[src/rtl/noise_variance_averager_if.sv]
// Result handshake between the noise averager and the denoising stage.
interface noise_variance_averager_if #(
  parameter int VAR_WIDTH = 16
) ();
  logic [VAR_WIDTH-1:0] noise_estimate;
  logic                 noise_valid;
  logic                 acc_saturated;
  logic                 noise_ready;

  modport master (output noise_estimate, output noise_valid, output acc_saturated, input noise_ready);
  modport slave  (input noise_estimate, input noise_valid, input acc_saturated, output noise_ready);
endinterface

[src/rtl/noise_variance_averager.sv]
// Sums per-block variances over a frame, divides by block count with a
// restoring divider and hands the frame noise estimate downstream.
module noise_variance_averager #(
  parameter int VAR_WIDTH = 16,
  parameter int ACC_WIDTH = 32
) (
  input  logic                 clk,
  input  logic                 rst_n,
  input  logic                 start_of_frame,
  input  logic                 noise_mean_en,
  input  logic [VAR_WIDTH-1:0] variance_in,
  input  logic [31:0]          blocks_per_frame,
  noise_variance_averager_if.master out_if,
  output logic                 busy
);
  // Remainder must hold a shifted value compared against a 32b count.
  localparam int RW  = ((ACC_WIDTH > 32) ? ACC_WIDTH : 32) + 1;
  localparam int DCW = $clog2(ACC_WIDTH + 1);

  typedef enum logic [1:0] {IDLE, ACCUM, DIVIDE, OUTPUT} state_t;

  state_t               state_q, state_d;
  logic [ACC_WIDTH-1:0] acc_q, acc_d;
  logic [31:0]          cnt_q, cnt_d;
  logic [31:0]          bpf_q, bpf_d;
  logic [ACC_WIDTH-1:0] quot_q, quot_d;
  logic [RW-1:0]        rem_q, rem_d;
  logic [DCW-1:0]       div_cnt_q, div_cnt_d;
  logic [VAR_WIDTH-1:0] est_q, est_d;
  logic                 valid_q, valid_d;
  logic                 sat_q, sat_d;
  logic                 pend_q, pend_d;
  logic                 en_d_q, en_d_d;

  logic                 sample;
  logic [31:0]          bpf_in;
  logic [ACC_WIDTH:0]   sum;
  logic [RW-1:0]        rem_sh, divisor;
  logic                 rem_ge;
  logic                 go_div;

  always_comb begin
    state_d   = state_q;
    acc_d     = acc_q;
    cnt_d     = cnt_q;
    bpf_d     = bpf_q;
    quot_d    = quot_q;
    rem_d     = rem_q;
    div_cnt_d = div_cnt_q;
    est_d     = est_q;
    valid_d   = valid_q;
    sat_d     = sat_q;
    pend_d    = pend_q;
    go_div    = 1'b0;

    en_d_d  = noise_mean_en;
    sample  = noise_mean_en & ~en_d_q;
    bpf_in  = (blocks_per_frame == 32'd0) ? 32'd1 : blocks_per_frame;
    sum     = {1'b0, acc_q} + {{(ACC_WIDTH + 1 - VAR_WIDTH){1'b0}}, variance_in};
    rem_sh  = {rem_q[RW-2:0], acc_q[ACC_WIDTH-1]};
    divisor = RW'(cnt_q);
    rem_ge  = (rem_sh >= divisor);

    case (state_q)
      IDLE: begin
        if (start_of_frame || pend_q) begin
          acc_d   = '0;
          cnt_d   = '0;
          sat_d   = 1'b0;
          bpf_d   = bpf_in;
          pend_d  = 1'b0;
          state_d = ACCUM;
        end
      end
      ACCUM: begin
        if (start_of_frame) begin
          bpf_d = bpf_in;
          sat_d = 1'b0;
          if (sample) begin
            acc_d  = ACC_WIDTH'(variance_in);
            cnt_d  = 32'd1;
            go_div = (bpf_in == 32'd1);
          end else begin
            acc_d = '0;
            cnt_d = '0;
          end
        end else if (sample) begin
          acc_d  = sum[ACC_WIDTH] ? {ACC_WIDTH{1'b1}} : sum[ACC_WIDTH-1:0];
          sat_d  = sat_q | sum[ACC_WIDTH];
          cnt_d  = cnt_q + 32'd1;
          go_div = ((cnt_q + 32'd1) == bpf_q);
        end
        if (go_div) begin
          rem_d     = '0;
          quot_d    = '0;
          div_cnt_d = '0;
          state_d   = DIVIDE;
        end
      end
      DIVIDE: begin
        pend_d    = pend_q | start_of_frame;
        rem_d     = rem_ge ? (rem_sh - divisor) : rem_sh;
        quot_d    = {quot_q[ACC_WIDTH-2:0], rem_ge};
        acc_d     = {acc_q[ACC_WIDTH-2:0], 1'b0};
        div_cnt_d = div_cnt_q + DCW'(1);
        if (div_cnt_q == DCW'(ACC_WIDTH - 1)) state_d = OUTPUT;
      end
      OUTPUT: begin
        pend_d = pend_q | start_of_frame;
        if (!valid_q) begin
          est_d   = (|quot_q[ACC_WIDTH-1:VAR_WIDTH]) ? {VAR_WIDTH{1'b1}} : quot_q[VAR_WIDTH-1:0];
          valid_d = 1'b1;
        end else if (out_if.noise_ready) begin
          valid_d = 1'b0;
          state_d = IDLE;
        end
      end
      default: state_d = IDLE;
    endcase
  end

  always_ff @(posedge clk or negedge rst_n) begin
    if (!rst_n) begin
      state_q   <= IDLE;
      acc_q     <= '0;
      cnt_q     <= '0;
      bpf_q     <= '0;
      quot_q    <= '0;
      rem_q     <= '0;
      div_cnt_q <= '0;
      est_q     <= '0;
      valid_q   <= 1'b0;
      sat_q     <= 1'b0;
      pend_q    <= 1'b0;
      en_d_q    <= 1'b0;
    end else begin
      state_q   <= state_d;
      acc_q     <= acc_d;
      cnt_q     <= cnt_d;
      bpf_q     <= bpf_d;
      quot_q    <= quot_d;
      rem_q     <= rem_d;
      div_cnt_q <= div_cnt_d;
      est_q     <= est_d;
      valid_q   <= valid_d;
      sat_q     <= sat_d;
      pend_q    <= pend_d;
      en_d_q    <= en_d_d;
    end
  end

  assign out_if.noise_estimate = est_q;
  assign out_if.noise_valid    = valid_q;
  assign out_if.acc_saturated  = sat_q;
  assign busy                  = (state_q != IDLE);
endmodule
[src/flat_wrapper.sv]
// flat-port wrapper written by rule: the top's interface ports become plain ports
module noise_variance_averager_flat 
#(
  parameter int VAR_WIDTH = 16,
  parameter int ACC_WIDTH = 32
)
  (clk, rst_n, start_of_frame, noise_mean_en, variance_in, blocks_per_frame, busy, out_if_noise_estimate, out_if_noise_valid, out_if_acc_saturated, out_if_noise_ready);
  noise_variance_averager_if #(.VAR_WIDTH(VAR_WIDTH)) out_if_i ();
  input  logic clk;
  input  logic rst_n;
  input  logic start_of_frame;
  input  logic noise_mean_en;
  input  logic [VAR_WIDTH-1:0] variance_in;
  input  logic [31:0] blocks_per_frame;
  output logic busy;
  output wire logic [$bits(out_if_i.noise_estimate)-1:0] out_if_noise_estimate;
  output wire logic [$bits(out_if_i.noise_valid)-1:0] out_if_noise_valid;
  output wire logic [$bits(out_if_i.acc_saturated)-1:0] out_if_acc_saturated;
  input wire logic [$bits(out_if_i.noise_ready)-1:0] out_if_noise_ready;
  assign out_if_noise_estimate = out_if_i.noise_estimate;
  assign out_if_noise_valid = out_if_i.noise_valid;
  assign out_if_acc_saturated = out_if_i.acc_saturated;
  assign out_if_i.noise_ready = out_if_noise_ready;
  noise_variance_averager #(.VAR_WIDTH(VAR_WIDTH), .ACC_WIDTH(ACC_WIDTH)) u_core (.clk(clk), .rst_n(rst_n), .start_of_frame(start_of_frame), .noise_mean_en(noise_mean_en), .variance_in(variance_in), .blocks_per_frame(blocks_per_frame), .out_if(out_if_i), .busy(busy));
endmodule
[config.mk]
export PLATFORM = sky130hd
export DESIGN_NAME = noise_variance_averager_flat
export DESIGN_NICKNAME = d
export VERILOG_FILES = /design/src/rtl/noise_variance_averager_if.sv /design/src/rtl/noise_variance_averager.sv /design/src/flat_wrapper.sv
export SDC_FILE = /design/constraint.sdc
export NUM_CORES = 1
export LEC_CHECK = 0
export BUFFER_PORTS_ARGS = -buffer_cell sky130_fd_sc_hd__buf_2
export CAP_MARGIN = 20
export CORE_MARGIN = 1
export CORE_UTILIZATION = 45
export DETAILED_ROUTE_END_ITERATION = 7
export GPL_ROUTABILITY_DRIVEN = 0
export HOLD_SLACK_MARGIN = 0.05
export PLACE_DENSITY = 0.61
export SKIP_LAST_GASP = 1
export SYNTH_ARGS = -nofsm -noshare
export SYNTH_HDL_FRONTEND = slang
export SYNTH_SLANG_ARGS = --single-unit
export TNS_END_PERCENT = 30
[constraint.sdc]
create_clock -name clk -period 5.8 [get_ports clk]
set_input_delay 0.29 -clock clk [delete_from_list [all_inputs] [get_ports clk]]
set_output_delay 0.29 -clock clk [all_outputs]
set_load 0.02 [all_outputs]
==> flow_metrics.py <==
metrics = {
    "clock_network": {
        "cts_tree": "built",
        "cts-root-buf": "clkbuf_16",
        "cts.sinks": 188,
        "numCtsBuffers": 17,
        "clkTransAtPathRegs_ns": 0.08,
        "clockBufferDepth": 2,
        "clk_latency_ns": 0.45,
        "cts_resized": 0,
        "ctsHtreeMaxLevel": 4,
        "cts_hold_buf": 2,
        "post_cts_buffers": 0,
    },
    "route": {
        "drc": 1,
        "ant_nets": 0,
        "via_count": 10300,
        "first_pass_iters": 7,
        "totalWireLength_um": 30800,
        "viasPerCell": 5.93,
        "drt_iter0_drc": 757,
        "drt-wirelength-per-cell_um": 17.8,
    },
    "layout": {
        "diodes": 0,
        "nNetsFinal": 1493,
        "drive_above_1_share_pct": 12.3,
        "syn2layout_area_growth_pct": 10.8,
    },
    "setup_path": {
        "cp_max_fo": 45,
        "cp_data_arrival_time_ns": 4.84,
        "endpoint_kind": "flop",
        "rrSetupSlack_ns": 1.34,
        "critPathLaunchType": "flop",
        "critPathKind": "reg -> reg",
        "cp.required_ns": 6.18,
    },
    "floorplanning": {
        "io_pins": 72,
        "die_h_um": 166,
        "start_util_pct": 46.1,
        "row_count": 59,
        "die_width_um": 166,
        "dieArea_um2": 27400,
        "coreArea_um2": 26100,
    },
    "timing": {
        "slew_headroom_pct": 33.2,
        "whs_ns": 0.0831,
        "fmax_ghz": 0.224,
        "finalSetupTns_ns": 0,
        "setup_slack_ns": 1.34,
        "finClkSkew_ns": 0.0169,
        "setup_violations": 0,
        "worst_pin_slew_ns": 1.00,
        "drv_slew": 0,
        "finalHoldViolations": 0,
        "rsz0062_at_grt": "no",
        "finalCriticalPeriod_ns": 4.46,
        "period_share_pct": 76.8,
    },
    "synthesis": {
        "ys_types": 70,
        "synth_nets": 1458,
        "yosys-top-cells-area": "dfrtp_1 (39%), ha_1 (5.7%), o21ai_0 (4.9%)",
        "ys.flop_type": "dfrtp_1",
        "synth_top_area_share_pct": 39.1,
        "syn_inst": 1348,
        "syn_avg_cell_area_um2": 8.93,
        "ys_ff_latch": 188,
        "ys_seq_area_share_pct": 39.1,
        "async_flop_share_pct": 100,
        "yosys-top-cells-count": "dfrtp_1 (188), o21ai_0 (119), nand2_1 (112), a21oi_1 (99), nor2_1 (92)",
        "synth_top_area_cell": "dfrtp_1",
        "post-synth-top-count-cell": "dfrtp_1",
        "syn-cell-area_um2": 12000,
        "synth_edf_count": 0,
        "yosysWarningCount": 0,
    },
    "status": {
        "run_status": "finished, violations left",
        "violations": "DRC",
    },
    "grt": {
        "antenna_found_initial": 0,
        "grt_max_degree": 73,
        "gr-usage-all-layers_pct": 23.2,
        "overflow": 0,
        "grt_first_pass_wirelength_um": 49900,
        "grt_pass1_vias": 9419,
    },
    "min_path": {
        "hp-class": "in -> reg",
    },
    "placement": {
        "dp_hpwl_um": 21600,
        "place_ws_ns": 1.41,
        "portBuffers": 71,
    },
    "pwr": {
        "p_leak_nw": 5.79,
        "peakVddDrop_mv": 0.280,
        "power_w": 0.00703,
        "power_density_nw_per_um2": 527,
    },
    "job": {
        "cap_violations": 0,
    },
}
-- worst paths after layout --
path,cells after the start,to,from
hold reg to reg,1,u_core.out_if.acc_saturated$_DFFE_PN0P_,u_core.out_if.acc_saturated$_DFFE_PN0P_
max in group asynchronous,3,u_core.rem_q[1]$_DFFE_PN0P_,rst_n
setup / recovery,11,u_core.quot_q[20]$_DFFE_PN0P_,u_core.cnt_q[0]$_DFFE_PN0P_
min in group asynchronous,2,u_core.out_if.noise_estimate[5]$_DFFE_PN0P_,rst_n
setup reg to reg,11,u_core.quot_q[20]$_DFFE_PN0P_,u_core.cnt_q[0]$_DFFE_PN0P_
hold / removal,2,u_core.bpf_q[24]$_DFFE_PN0P_,blocks_per_frame[24]
-- state kept, by name, indices dropped and copies added (netlist names) --
signal                        count
u_core.acc_q                     32
u_core.out_if.noise_valid         1
u_core.quot_q                    32
u_core.state_q                    2
u_core.rem_q                     32
u_core.pend_q                     1
u_core.cnt_q                     32
u_core.bpf_q                     32
u_core.out_if.acc_saturated       1
u_core.en_d_q                     1
u_core.div_cnt_q                  6
u_core.out_if.noise_estimate     16
-- placed cells by master, fill, tap and decap left out, drive strengths merged, types with 33 or more instances in the layout --
cell type / n
nor2: 92
ha: 55
o21ai: 120
nand2: 112
buf: 82
xnor2: 40
xor2: 37
a22o: 48
mux2: 33
a21oi: 99
nand3: 54
dfrtp: 188
inv: 73
-- stage by stage --
step | utilization [%] | std cells | cell area (um2)
floorplan | - | 1348 | 12000
global placement | 48.4 | 1696 | 12600
finish | 51.0 | 1731 | 13300
global route | 51.0 | 1731 | 13300
CTS | 51.0 | 1730 | 13300
detailed placement | 48.4 | 1696 | 12600
-- where the power goes --
part	switching (W)	internal, W	total, W	leakage (nW)
sequential	0.000356	0.00170	0.00206	2.45
combinational	0.00215	0.00155	0.00369	3.03
clock	0.000633	0.000642	0.00128	0.313
-- logic make-up after synthesis --
kind of cell    count (synthesis)  share of synthesized area, %
simple gates                  424                          17.7
compound gates                414                          22.3
flops                         188                          39.1
buf+inv                       133                          4.37
xor+xnor                       77                          5.60
fa+ha+maj                      57                          6.05
mux                            55                          4.92
-- per-layer routing --
layer / global-route usage (%) / wire, um
met2: 34.5 / 13400
met1: 35.3 / 15700
met4: 5.58 / 406
met3: 3.02 / 1370
met5: 0 / 0
-- final cells by class --
cell class	instances	area, um2
Fill cell	2509	12800
Multi-Input combinational cell	1027	6840
Sequential cell	188	4700
Timing Repair Buffer	85	487
Clock buffer	17	425
Tap cell	335	419
Inverter	64	240
Clock inverter	15	223
-- critical path, stage by stage, from the launching register on --
cell      delay [ns]
dfrtp_1         0.52
ha_1            0.32
nand3_1         0.19
nor2_1          0.54
and3_1          0.35
nor3_1          0.08
a31oi_1         0.27
a211oi_1        0.11
a41oi_1         0.47
o31a_2          0.89
buf_4           0.45
a22o_1          0.20
(Power assumes the default switching activity.)
